File: config.mk
export PLATFORM = sky130hd
export DESIGN_NAME = peripheral_uart_transmitter_param_wb
export DESIGN_NICKNAME = d
export VERILOG_FILES = /design/src/rtl/peripheral_wb_pkg.sv /design/src/rtl/peripheral_uart_tfifo_param_wb.sv /design/src/rtl/peripheral_uart_transmitter_param_wb.sv
export SDC_FILE = /design/constraint.sdc
export NUM_CORES = 1
export LEC_CHECK = 0
export CAP_MARGIN = 20
export CORE_UTILIZATION = 54
export CTS_CLUSTER_SIZE = 40
export DETAILED_ROUTE_END_ITERATION = 8
export GPL_ROUTABILITY_DRIVEN = 0
export HOLD_SLACK_MARGIN = 0.02
export PLACE_DENSITY = 0.75
export SYNTH_ARGS = -nofsm -noshare
export SYNTH_HDL_FRONTEND = slang
export SYNTH_SLANG_ARGS = --single-unit
File: constraint.sdc
create_clock -name clk -period 2.8 [get_ports clk]
set_input_delay 0.42 -clock clk [delete_from_list [all_inputs] [get_ports clk]]
set_output_delay 0.42 -clock clk [all_outputs]
set_load 0.05 [all_outputs]
File: src/rtl/peripheral_wb_pkg.sv
// Shared definitions for the WishBone UART: line-control bit positions,
// transmitter state encoding and stop-bit length helper.
package peripheral_wb_pkg;

  localparam int unsigned UART_LC_WL_LO = 0;
  localparam int unsigned UART_LC_WL_HI = 1;
  localparam int unsigned UART_LC_SB    = 2;
  localparam int unsigned UART_LC_PE    = 3;
  localparam int unsigned UART_LC_EP    = 4;
  localparam int unsigned UART_LC_SP    = 5;
  localparam int unsigned UART_LC_BC    = 6;

  typedef enum logic [2:0] {
    S_IDLE   = 3'd0,
    S_POP    = 3'd1,
    S_START  = 3'd2,
    S_DATA   = 3'd3,
    S_PARITY = 3'd4,
    S_STOP   = 3'd5
  } uart_tx_state_t;

  // Stop length in enable ticks: 1, 1.5 (5-bit words) or 2 bit periods.
  function automatic int unsigned stop_ticks(input logic sb, input logic [1:0] wl,
                                             input int unsigned os);
    if (!sb)
      return os;
    else if (wl == 2'b00)
      return (3 * os) / 2;
    else
      return 2 * os;
  endfunction

endpackage

File: src/rtl/peripheral_uart_tfifo_param_wb.sv
// Parametrised transmit FIFO with occupancy count, sticky overrun flag,
// synchronous flush and status clear.
module peripheral_uart_tfifo_param_wb #(
  parameter int unsigned FIFO_WIDTH     = 8,
  parameter int unsigned FIFO_DEPTH     = 16,
  parameter int unsigned FIFO_POINTER_W = $clog2(FIFO_DEPTH),
  parameter int unsigned FIFO_COUNTER_W = FIFO_POINTER_W + 1
) (
  input  logic                      clk,
  input  logic                      wb_rst_i,
  input  logic [FIFO_WIDTH-1:0]     data_in,
  output logic [FIFO_WIDTH-1:0]     data_out,
  input  logic                      push,
  input  logic                      pop,
  output logic                      overrun,
  output logic [FIFO_COUNTER_W-1:0] count,
  input  logic                      fifo_reset,
  input  logic                      reset_status
);

  logic [FIFO_WIDTH-1:0]     mem [FIFO_DEPTH];
  logic [FIFO_POINTER_W-1:0] top, bottom;
  logic                      full, empty, do_push, do_pop;

  assign full     = (count == FIFO_COUNTER_W'(FIFO_DEPTH));
  assign empty    = (count == '0);
  assign do_pop   = pop && !empty;
  // A push at full is accepted only when a pop frees the slot in the same cycle.
  assign do_push  = push && (!full || do_pop);
  assign data_out = mem[bottom];

  always_ff @(posedge clk) begin
    if (do_push && !fifo_reset)
      mem[top] <= data_in;
  end

  always_ff @(posedge clk or posedge wb_rst_i) begin
    if (wb_rst_i) begin
      top    <= '0;
      bottom <= '0;
      count  <= '0;
    end else if (fifo_reset) begin
      top    <= '0;
      bottom <= '0;
      count  <= '0;
    end else begin
      if (do_push)
        top <= top + FIFO_POINTER_W'(1);
      if (do_pop)
        bottom <= bottom + FIFO_POINTER_W'(1);
      case ({do_push, do_pop})
        2'b10:   count <= count + FIFO_COUNTER_W'(1);
        2'b01:   count <= count - FIFO_COUNTER_W'(1);
        default: count <= count;
      endcase
    end
  end

  always_ff @(posedge clk or posedge wb_rst_i) begin
    if (wb_rst_i)
      overrun <= 1'b0;
    else if (push && full && !do_pop && !fifo_reset)
      overrun <= 1'b1;
    else if (reset_status)
      overrun <= 1'b0;
  end

endmodule

File: src/rtl/peripheral_uart_transmitter_param_wb.sv
// UART transmit path: TX FIFO plus oversampled serialiser with 16550 line
// control and optional CTS gating of frame start.
module peripheral_uart_transmitter_param_wb
  import peripheral_wb_pkg::*;
#(
  parameter int unsigned FIFO_DEPTH     = 16,
  parameter int unsigned FIFO_POINTER_W = $clog2(FIFO_DEPTH),
  parameter int unsigned FIFO_COUNTER_W = FIFO_POINTER_W + 1,
  parameter int unsigned OVERSAMPLE     = 16,
  parameter int unsigned CTS_EN         = 1
) (
  input  logic                      clk,
  input  logic                      wb_rst_i,
  input  logic [7:0]                lcr,
  input  logic                      tf_push,
  input  logic [7:0]                wb_dat_i,
  input  logic                      enable,
  input  logic                      tx_reset,
  input  logic                      lsr_mask,
  input  logic                      cts_n,
  output logic                      stx_pad_o,
  output logic [2:0]                tstate,
  output logic [FIFO_COUNTER_W-1:0] tf_count,
  output logic                      tf_overrun,
  output logic                      tx_idle
);

  localparam int unsigned CNT_W = $clog2(2 * OVERSAMPLE + 1);

  uart_tx_state_t state_q, state_d;
  logic [CNT_W-1:0] tick_q, tick_d, os_last, stop_last;
  logic [2:0]       bit_q, bit_d;
  logic [7:0]       shift_q, shift_d, fifo_head, act_mask;
  logic [1:0]       wl_q, wl_d;
  logic             line_q, line_d, par_q, par_d;
  logic             tf_pop, cts_ok, parity_bit;
  logic             unused_lcr;

  assign unused_lcr = lcr[7];

  peripheral_uart_tfifo_param_wb #(
    .FIFO_WIDTH    (8),
    .FIFO_DEPTH    (FIFO_DEPTH),
    .FIFO_POINTER_W(FIFO_POINTER_W),
    .FIFO_COUNTER_W(FIFO_COUNTER_W)
  ) u_tfifo (
    .clk         (clk),
    .wb_rst_i    (wb_rst_i),
    .data_in     (wb_dat_i),
    .data_out    (fifo_head),
    .push        (tf_push),
    .pop         (tf_pop),
    .overrun     (tf_overrun),
    .count       (tf_count),
    .fifo_reset  (tx_reset),
    .reset_status(lsr_mask)
  );

  assign cts_ok    = (CTS_EN == 0) || !cts_n;
  assign act_mask  = 8'hFF >> (2'd3 - lcr[UART_LC_WL_HI:UART_LC_WL_LO]);
  assign os_last   = CNT_W'(OVERSAMPLE - 1);
  assign stop_last = CNT_W'(stop_ticks(lcr[UART_LC_SB], wl_q, OVERSAMPLE) - 1);
  assign parity_bit = lcr[UART_LC_SP] ? ~lcr[UART_LC_EP]
                                      : (lcr[UART_LC_EP] ? par_q : ~par_q);

  always_comb begin
    state_d = state_q;
    tick_d  = tick_q;
    bit_d   = bit_q;
    shift_d = shift_q;
    line_d  = line_q;
    par_d   = par_q;
    wl_d    = wl_q;
    tf_pop  = 1'b0;
    if (enable) begin
      case (state_q)
        S_IDLE: begin
          if (tf_count != '0 && cts_ok)
            state_d = S_POP;
        end
        S_POP: begin
          tf_pop  = 1'b1;
          shift_d = fifo_head;
          bit_d   = {1'b1, lcr[UART_LC_WL_HI:UART_LC_WL_LO]};
          par_d   = ^(fifo_head & act_mask);
          wl_d    = lcr[UART_LC_WL_HI:UART_LC_WL_LO];
          tick_d  = '0;
          line_d  = 1'b0;
          state_d = S_START;
        end
        S_START: begin
          if (tick_q == os_last) begin
            tick_d  = '0;
            line_d  = shift_q[0];
            shift_d = shift_q >> 1;
            state_d = S_DATA;
          end else begin
            tick_d = tick_q + CNT_W'(1);
          end
        end
        S_DATA: begin
          // The next level is loaded on the boundary tick so no bit period is stretched.
          if (tick_q == os_last) begin
            tick_d = '0;
            if (bit_q == 3'd0) begin
              if (lcr[UART_LC_PE]) begin
                line_d  = parity_bit;
                state_d = S_PARITY;
              end else begin
                line_d  = 1'b1;
                state_d = S_STOP;
              end
            end else begin
              bit_d   = bit_q - 3'd1;
              line_d  = shift_q[0];
              shift_d = shift_q >> 1;
            end
          end else begin
            tick_d = tick_q + CNT_W'(1);
          end
        end
        S_PARITY: begin
          if (tick_q == os_last) begin
            tick_d  = '0;
            line_d  = 1'b1;
            state_d = S_STOP;
          end else begin
            tick_d = tick_q + CNT_W'(1);
          end
        end
        S_STOP: begin
          if (tick_q == stop_last) begin
            tick_d  = '0;
            state_d = S_IDLE;
          end else begin
            tick_d = tick_q + CNT_W'(1);
          end
        end
        default: begin
          tick_d  = '0;
          line_d  = 1'b1;
          state_d = S_IDLE;
        end
      endcase
    end
  end

  always_ff @(posedge clk or posedge wb_rst_i) begin
    if (wb_rst_i) begin
      state_q <= S_IDLE;
      tick_q  <= '0;
      bit_q   <= '0;
      shift_q <= '0;
      line_q  <= 1'b1;
      par_q   <= 1'b0;
      wl_q    <= '0;
    end else begin
      state_q <= state_d;
      tick_q  <= tick_d;
      bit_q   <= bit_d;
      shift_q <= shift_d;
      line_q  <= line_d;
      par_q   <= par_d;
      wl_q    <= wl_d;
    end
  end

  assign tstate    = state_q;
  assign stx_pad_o = lcr[UART_LC_BC] ? 1'b0 : line_q;
  assign tx_idle   = (state_q == S_IDLE) && (tf_count == '0);

endmodule

### Word-level counts from Yosys, hierarchy flattened

Memories as Yosys holds them, arrays and structs flattened.
Index checks and enable logic that the tools add are counted.

* add/sub/neg operators: 8
* equality and inequality tests: 17
* shift operators: 1
* mux-type cells: 41
* bitwise logic cells: 5
* reduce and logical (&&, ||, !) cells: 34

Operator list (count)
* $mux W3: 8
* $mux W6: 4
* $mux W8: 3
* $pmux W8 S3: 1
* $pmux W3 S6: 1
* $pmux W6 S3: 1
* $mux W4: 4
* $mux W1: 15
* $ne A2 B2 Y1 const B: 7
* $pmux W5 S2: 1
* $reduce_and A5 Y1: 2
* $add A4 B1 Y4 const B: 2
* $and A8 B8 Y8: 1
* $logic_and A1 B1 Y1: 8
* $reduce_bool A2 Y1: 4
* $reduce_xor A8 Y1: 1
* $shr A8 B2 Y8 const A: 1
* $reduce_and A7 Y1: 1
* $add A6 B1 Y6 const B: 1
* $eq A3 B2 Y1 const B: 2
* $eq A3 B3 Y1 const B: 2
* $eq A6 B4 Y1 const B: 1
* $eq A6 B6 Y1: 1
* $logic_not A3 Y1: 2
* 23 further kinds: 32

* flip-flop bits (word level): 38
* RAM bits: 128
* input port bits: 23
* output and inout bits: 11
* word-level logic and storage cells: 118
* memories: 1

Memories
* u_tfifo.mem: depth 16, bits a word 8, rd ports 1, clocked after Yosys merged registers in 0, write ports 1, RTL line peripheral_uart_tfifo_param_wb.sv:21 `logic [FIFO_WIDTH-1:0] mem [FIFO_DEPTH];`

### Depth between registers and ports, before layout

Gate-level depths: netlist of run 1.

* depth in word-level cells: 9
* mapped depth: 12
* mapped depth without buffers: 10

### Hierarchy

Synthesis of run 1 repeated with hierarchy kept, for this count alone.

* cell total of the unflattened synthesis: 477
* area total of the unflattened synthesis: 7442.1 sq um

By module, submodules not included
* peripheral_uart_tfifo_param_wb: times used 1, cells an instance 307, area each 5893.2 sq um, sequential area each 4194.0 sq um
* peripheral_uart_transmitter_param_wb: times used 1, cells an instance 170, area each 1549.0 sq um, sequential area each 601.8 sq um

### Least setup slack after synthesis of run 1

No wires, ideal clock.

* path kind: flip-flop to flip-flop
* from: register state_q[2] (netlist: tstate[2])
* to: register u_tfifo.count[4]
* library setup time: 132 ps
* arrival: 2867 ps
* required time: 2668 ps
* path slack: -199 ps
* stages on the path, launching flop included: 13
* buffers on the path: 2
* clock period less this slack: 2999 ps
* cell sequence: dfrtp_1 -> buf_2 -> nand4bb_1 -> clkbuf_1 -> a21oi_1 -> nand2_1 -> xnor2_1 -> ha_1 -> or3_1 -> a21oi_1 -> o211ai_1 -> xnor2_1 -> nor2_1

* longest elaborated chain between the ends: 9
* elaborated cells between the ends (all ways): 11
* those cells by class: eq/ne: 3; mux: 4; reduce/logical: 4

RTL lines
* start: declaration: RTL line peripheral_uart_transmitter_param_wb.sv:30 `uart_tx_state_t state_q, state_d;`
* start signal: assignment: RTL line peripheral_uart_transmitter_param_wb.sv:158 `state_q <= state_d;`
* $eq A3 B1 Y1 (*): RTL line peripheral_uart_transmitter_param_wb.sv:76 `case (state_q)`
* $mux W1 (*): RTL line peripheral_uart_transmitter_param_wb.sv:76
* $mux W1 (*): RTL line peripheral_uart_transmitter_param_wb.sv:75 `if (enable) begin`
* $logic_and A1 B1 Y1 (*): RTL line peripheral_uart_tfifo_param_wb.sv:27 `assign do_pop = pop && !empty;`
* $logic_or A1 B1 Y1: RTL line peripheral_uart_tfifo_param_wb.sv:29 `assign do_push = push && (!full || do_pop);`
* $logic_and A1 B1 Y1: RTL line peripheral_uart_tfifo_param_wb.sv:29
* $eq A2 B1 Y1 / $eq A2 B2 Y1 (equally long branches): RTL line peripheral_uart_tfifo_param_wb.sv:51 `case ({do_push, do_pop})`
* $pmux W5 S2: RTL line peripheral_uart_tfifo_param_wb.sv:51
* $mux W5: RTL line peripheral_uart_tfifo_param_wb.sv:42 `end else if (fifo_reset) begin`
* end signal: assignment: RTL line peripheral_uart_tfifo_param_wb.sv:52 `2'b10: count <= count + FIFO_COUNTER_W'(1);`
* end signal: assignment: RTL line peripheral_uart_tfifo_param_wb.sv:53 `2'b01: count <= count - FIFO_COUNTER_W'(1);`
* end signal: assignment: RTL line peripheral_uart_tfifo_param_wb.sv:54 `default: count <= count;`
* end: declaration: RTL line peripheral_uart_tfifo_param_wb.sv:16 `output logic [FIFO_COUNTER_W-1:0] count,`

Mark *: on every way between the ends. The rest lies on a longest branch, timed or not.
A chain may end at the register's enable or synchronous reset.

### Worst setup path in the final report of run 1

* from: register u_tfifo.bottom[0]
* to: register par_q

* longest elaborated chain between the ends: 3

RTL lines
* start: declaration: RTL line peripheral_uart_tfifo_param_wb.sv:22 `logic [FIFO_POINTER_W-1:0] top, bottom;`
* start signal: assignment: RTL line peripheral_uart_tfifo_param_wb.sv:50 `bottom <= bottom + FIFO_POINTER_W'(1);`
* $mem_v2 Z16 W8
* $and A8 B8 Y8: RTL line peripheral_uart_transmitter_param_wb.sv:85 `par_d = ^(fifo_head & act_mask);`
* $reduce_xor A8 Y1: RTL line peripheral_uart_transmitter_param_wb.sv:85
* end signal: assignment: RTL line peripheral_uart_transmitter_param_wb.sv:163 `par_q <= par_d;`
* end: declaration: RTL line peripheral_uart_transmitter_param_wb.sv:35 `logic line_q, line_d, par_q, par_d;`

Every way passes these cells.

==> out/metrics.csv, run 1 <==
stage;metric;value;unit
die;Die Y;118;microns
setup_path;critical path depth;8;
setup_path;Buf+Inv Stages, Crit Path;1;
sta;relative slew slack;36.1;%
yosys;flip-flop and latch count after synthesis;166;
placement;PortBufs;32;
sta;Final setup viols;0;
route;antenna-violating nets left;0;
die;Initial Utilization;55.2;%
final_layout;Area Overhead vs Synth;19.2;%
grt;grt ovf;0;
final_layout;fillcell total;940;
hold_path;worst hold path type;register to register;
route;Vias;4463;
setup_path;Critical Path AT;3040;ps
setup_path;Worst Path Required;3110;ps
yosys;synth warn;0;
yosys;average cell area after synthesis;14.7;sq um
final_layout;ratio of cells with drive above 1 in the final layout;19.6;%
clock_network;CTS tree;yes;
setup_path;crit start category;register;
setup_path;kind of critical path;register to register;
die;Core Area;13200;sq um
clock_network;H-tree levels;4;
grt;vias in the first global route;4528;
sta;Max Clk Rate;367;MHz
setup_path;Crit path max-delay family;multiplexers;
placement;DP Worst Slack;26.4;ps
power_and_ir_drop;LEAKAGE;0.00313;uW
clock_network;clk buf depth;2;
power_and_ir_drop;maximum VDD drop;0.000429;V
sta;Slew @ Worst Pin;957;ps
flow_run;max cap viols;0;
yosys;Post-Synthesis Cells;498;
route;Routed WL;15200;microns
placement;HPWL after DPL;10000;microns
run_status;run status;complete, no violations;
clock_network;clk slew on worst S/H paths;70;ps
sta;Worst Clk Skew;8.58;ps
yosys;synth top area cells;edfxtp_1, dfrtp_1, mux4_2, mux4_1, nand2_1;
sta;Hold Fails Final Rpt;0;
route;drt wl/cell;20.0;microns
yosys;Post-Syn Area;7310;sq um
sta;PnR worst setup slack;72.4;ps
sta;Total Negative Setup Slacks;0;ps
route;via density per instance;5.88;
clock_network;CTS sink cnt;166;
setup_path;Setup crit end kind;register;
setup_path;Critical Path Most Common Cell;xnor2_1;
final_layout;Ant. Diodes;0;
grt;Total GRT Usage;23.6;%
yosys;Distinct cells, synth;55;
grt;GRT met2 Usage;41.3;%
final_layout;nets@finish;603;
yosys;number of enable flip-flop cells after synthesis;128;
setup_path;CP peak stage delay;580;ps
grt;pin count of the biggest net entering global routing;35;
grt;met3 GRT Util;4.97;%
route;drt first pass iters;5;
yosys;Primary FF master, synth;edfxtp_1;
setup_path;cell chain of the critical path;buf_12, mux4_1, a22oi_1, nand3_1, xnor2_1, xnor2_1, xnor3_1, mux2_4;
clock_network;worst-skew pair later-pin latency;430;ps
setup_path;Reg2Reg Depth;8;
grt;global-route wire length before repair;24100;microns
die;die area;14000;sq um
sta;min Tclk post-route;2730;ps
setup_path;critical-path maximum fanout;12;
yosys;dominant cell type by area after synthesis;edfxtp_1;
sta;fin crit share;97.4;%
power_and_ir_drop;Cell Pwr Density;782;nW/um^2
yosys;Net Count, Synth;531;
grt;initial antenna violation count;0;
route;Residual DRC;0;
die;DIE WIDTH;118;microns
yosys;share of the synthesized area in the top cell type;52.6;%
sta;Pins Over Slew Limit;0;
setup_path;CP max stage cell;mux4_1;
route;Starting DRT DRC Count;356;
clock_network;CTS buffer count;17;
die;row cnt;42;
hold_path;hold path cells;2;
power_and_ir_drop;Pwr Total;6810;uW
die;I/O pins;34;
clock_network;Root Buffer Master;clkbuf_16;
yosys;Seq/Total Area, Yosys;65.6;%
yosys;Post-synth ARST share;22.9;%
grt;GR peak layer;met2;
grt;met1 usage;28.3;%
[worst register-to-register path: stages (launching register included)]
cell	delay (ps)
dfrtp_2	370
buf_12	150
mux4_1	590
a22oi_1	260
nand3_1	230
xnor2_1	220
xnor2_1	160
xnor3_1	360
mux2_4	260
[cell usage after synthesis (9+ instances only)]
cell and count:
nand2_1 54, clkbuf_1 10, dfrtp_1 37, a31oi_1 9
nand3_1 19, ha_1 10, o21ai_0 17, a21oi_1 9
mux4_2 19, mux4_1 11, edfxtp_1 128, nor2_1 40
nor3_1 13, xnor2_1 13, inv_1 19
[routing by layer]
metal / vias to the layer above / part of all wire, %
met5: - / 0
met4: 0 / 2.1
met3: 27 / 5.1
met2: 149 / 52
met1: 2260 / 40
li1: 2027 / -
[report_power, final]
group	total, uW	internal, uW	switching (uW)
logic	1430	610	823
registers	2950	2830	119
clock network	2430	1430	1000
[final timing paths]
| check | slack, ps | end | startpoint |
|---|---|---|---|
| setup / recovery | 70 | par_q$_DFFE_PP0P_ | u_tfifo.bottom[0]$_DFFE_PP0P_ |
| hold / removal | 480 | wl_q[0]$_DFFE_PP0P_ | wl_q[0]$_DFFE_PP0P_ |
| setup reg to reg | 70 | par_q$_DFFE_PP0P_ | u_tfifo.bottom[0]$_DFFE_PP0P_ |
| hold reg to reg | 480 | wl_q[0]$_DFFE_PP0P_ | wl_q[0]$_DFFE_PP0P_ |
| max in group asynchronous | 1590 | shift_q[5]$_DFFE_PP0P_ | wb_rst_i |
| min in group asynchronous | 510 | tick_q[3]$_DFFE_PP0P_ | wb_rst_i |
[layout by cell type, fill, tap and decap left out, types with 7 or more instances in the layout]
| master | instances |
|---|---|
| mux4_1 | 11 |
| ha_1 | 10 |
| mux2i_1 | 7 |
| clkbuf_16 | 17 |
| a31oi_1 | 9 |
| inv_1 | 19 |
| a21oi_1 | 8 |
| dfrtp_1 | 36 |
| clkdlybuf4s50_1 | 31 |
| o21ai_0 | 17 |
| xnor2_1 | 13 |
| nand2_1 | 54 |
| buf_4 | 41 |
| mux4_2 | 19 |
| edfxtp_1 | 128 |
| nor2_1 | 40 |
| nor3_1 | 12 |
| nand3_1 | 17 |
[state kept, by name, summed over array words and instances (netlist names)]
| signal | flops |
|---|---|
| u_tfifo.mem | 128 |
| shift_q | 8 |
| tick_q | 6 |
| u_tfifo.count | 5 |
| u_tfifo.bottom | 4 |
| u_tfifo.top | 4 |
| bit_q | 3 |
| tstate | 3 |
| wl_q | 2 |
| line_q | 1 |
| par_q | 1 |
| u_tfifo.overrun | 1 |
[area by class of cell]
cell class	count	area (sq um)	share of cell area [%]
flip-flops and latches	166	4800	55.1
multi-input cells	290	2310	26.5
repair buffers	76	693	7.96
clock buffers	17	425	4.89
well taps	176	220	2.53
clock inverters	15	191	2.20
inverters	19	71.3	0.819
[through the flow]
step	utilization (%)	hold slack (ps)	cells	instance area [sq um]
detailed placement	60.8	467	726	8060
global placement	60.8	464	726	8060
global route	65.8	517	759	8710
floorplan	-	447	498	7320
CTS	65.5	484	758	8670
finish	65.8	483	759	8710
[repair_timing]
action,in CTS,in global routing
setup buffers,0,1
hold buffers,0,0
setup endpoints to repair,0,1
gates resized for setup,0,6
hold endpoints to repair,0,0
[cell families (layout without fill, tap and decap cells)]
family | after synthesis | after routing | share of synthesized area, %
flops | 166 | 166 | 65.6
xor+xnor | 20 | 20 | 2.59
compound gates | 59 | 59 | 5.21
mux | 44 | 44 | 11.9
simple gates | 157 | 157 | 9.81
buf+inv | 42 | 127 | 3.15
fa+ha+maj | 10 | 10 | 1.71
Power figures use the tool's default switching activity.
==> run 2, diff against run 1 <==
--- a/config.mk
+++ b/config.mk
@@ -6,9 +6,10 @@
 export NUM_CORES = 1
 export LEC_CHECK = 0
 export CAP_MARGIN = 20
-export CORE_UTILIZATION = 54
+export CORE_UTILIZATION = 57
 export CTS_CLUSTER_SIZE = 40
 export DETAILED_ROUTE_END_ITERATION = 8
+export DONT_BUFFER_PORTS = 1
 export GPL_ROUTABILITY_DRIVEN = 0
 export HOLD_SLACK_MARGIN = 0.02
 export PLACE_DENSITY = 0.75
==> run 2 against run 1 <==
Against the previous run: clock skew decreased by 0.97 ps; sequential power about the same; critical endpoint unchanged; largest cell class unchanged; highest routed layer unchanged; cell count fell by 5.3%; critical path type unchanged.
==> out/metrics.csv, run 2 (same netlist as run 1, synthesis figures left out) <==
stage;metric;value;unit
power_and_ir_drop;LEAKAGE;0.00299;uW
final_layout;nets@finish;571;
final_layout;ratio of cells with drive above 1 in the final layout;20.1;%
setup_path;Worst Path Required;3110;ps
setup_path;CP max stage cell;mux4_1;
grt;vias in the first global route;4271;
sta;min Tclk post-route;2730;ps
route;antenna-violating nets left;0;
power_and_ir_drop;NetSw;1820;uW
grt;pin count of the biggest net entering global routing;39;
final_layout;biggest regs;u_tfifo.mem (128), shift_q (8), tick_q (6);
clock_network;CTS buffer count;17;
final_layout;Finished Layout Cells;719;
setup_path;Setup crit end kind;register;
sta;Slew @ Worst Pin;551;ps
setup_path;CP peak stage delay;580;ps
sta;PnR worst setup slack;66.1;ps
power_and_ir_drop;P_int;4520;uW
power_and_ir_drop;maximum VDD drop;0.000611;V
placement;Inst Count DP;686;
grt;initial antenna violation count;0;
setup_path;Critical Path Most Common Cell;xnor2_2;
setup_path;worst setup path end;par_q$_DFFE_PP0P_;
setup_path;kind of critical path;register to register;
final_layout;Biggest register;u_tfifo.mem;
placement;PortBufs;0;
sta;Final setup viols;0;
sta;fin crit share;97.6;%
placement;HPWL after DPL;9550;microns
hold_path;worst hold path type;input pin to register;
flow_run;max cap viols;0;
sta;Hold Fails Final Rpt;0;
die;die area;13300;sq um
die;Initial Utilization;59.6;%
die;Die Y;115;microns
grt;global-route wire length before repair;22600;microns
die;DIE WIDTH;115;microns
route;drt first pass iters;4;
setup_path;Critical R2R Launch;u_tfifo.bottom[0]$_DFFE_PP0P_;
setup_path;Critical Path AT;3040;ps
clock_network;worst-skew pair later-pin latency;430;ps
clock_network;# Post-CTS Setup Buffers;0;
clock_network;H-tree levels;4;
power_and_ir_drop;Cell Pwr Density;764;nW/um^2
final_layout;Largest register FFs;128;
clock_network;Root Buffer Master;clkbuf_16;
clock_network;CTS tree;yes;
sta;Pins Over Slew Limit;0;
power_and_ir_drop;Flop pwr share;46.3;%
die;row cnt;40;
setup_path;cell chain of the critical path;buf_12, mux4_1, a22oi_1, nand3_1, xnor2_2, xnor2_2, xnor3_1, mux2_4;
power_and_ir_drop;Net Sw Frac;28.7;%
route;Routed WL;14300;microns
grt;Total GRT Usage;23.8;%
die;I/O pins;34;
route;drt wl/cell;19.9;microns
power_and_ir_drop;Clock power frac;32.8;%
sta;relative slew slack;63.3;%
clock_network;CTS sink cnt;166;
sta;Max Clk Rate;366;MHz
grt;grt ovf;0;
final_layout;most frequent cells in the layout;edfxtp_1, nand2_1, nor2_1, buf_4, dfrtp_1;
route;Residual DRC;0;
route;via density per instance;5.87;
run_status;run status;complete, no violations;
setup_path;critical-path maximum fanout;10;
route;Vias;4222;
route;Starting DRT DRC Count;414;
sta;Worst Clk Skew;7.61;ps
clock_network;clk slew on worst S/H paths;60;ps
power_and_ir_drop;Comb power frac;20.9;%
final_layout;Area Overhead vs Synth;13.6;%
clock_network;clk buf depth;2;
final_layout;Ant. Diodes;0;
setup_path;Setup crit start;u_tfifo.bottom[0]$_DFFE_PP0P_;
die;Core Area;12300;sq um
placement;DP Worst Slack;95.0;ps
setup_path;crit start category;register;
final_layout;commonest non-fill, non-tap cell in the layout;edfxtp_1;
setup_path;RR Endpoint;par_q$_DFFE_PP0P_;
setup_path;Reg2Reg Depth;8;
setup_path;R2R setup slack;70;ps
run 2: area by class of cell:
cell class	instances	area, sq um
Sequential cell	166	4800
Inverter	19	71.3
Multi-Input combinational cell	290	2320
Clock inverter	14	100
Tap cell	168	210
Clock buffer	18	429
Fill cell	795	3960
Timing Repair Buffer	44	370
run 2: power by group through the flow:
stage               sequential, uW  clock [uW]  combinational [uW]
floorplan                     3080           0                 873
global placement              2980           0                1260
detailed placement            2990           0                1300
CTS                           2940        2120                1310
global route                  2950        2210                1460
finish                        2940        2080                1320
run 2: worst min path at each step:
stage	startpoint	to	slack, ps	depth (start not counted)
floorplan	wl_q[1]$_DFFE_PP0P_	wl_q[1]$_DFFE_PP0P_	450	2
global placement	wb_rst_i	u_tfifo.count[4]$_DFFE_PP0P_	460	2
detailed placement	wb_rst_i	u_tfifo.count[2]$_DFFE_PP0P_	470	2
CTS	enable	line_q$_DFFE_PP1P_	40	1
global route	tx_reset	u_tfifo.count[3]$_DFFE_PP0P_	40	1
finish	enable	line_q$_DFFE_PP1P_	50	1
run 2: per-stage QoR:
stage | power [uW] | hold WS, ps | util [%] | instance area, sq um | TNS [ps]
after floorplan | 3950 | 447 | - | 7320 | -43.1
after global placement | 4240 | 456 | 63.0 | 7730 | 0
after detailed placement | 4290 | 470 | 63.0 | 7730 | 0
after CTS | 6370 | 41.4 | 67.4 | 8270 | 0
after global routing | 6620 | 43.2 | 67.7 | 8300 | -15.2
final | 6340 | 54.2 | 67.7 | 8300 | 0
run 2: per-layer routing:
metal	vias to the layer above	part of all wire (%)	track usage, %
li1	1958	-	-
met1	2138	41	29.3
met2	101	52	40.4
met3	25	4.4	5.01
met4	0	2.3	11.5
met5	-	0	0
run 2: worst max-delay path, delay by kind of cell (launching register included):
family	cells	cell delay [ps]
mux	2	850
simple gates	1	200
flops	1	410
xor+xnor	3	800
compound gates	1	210
buf+inv	1	150
run 2: repair_timing:
item | in CTS | in global routing
endpoints found under the hold margin | 14 | 0
gates resized for setup | 0 | 5
hold buffers | 1 | 0
setup endpoints to repair | 0 | 1
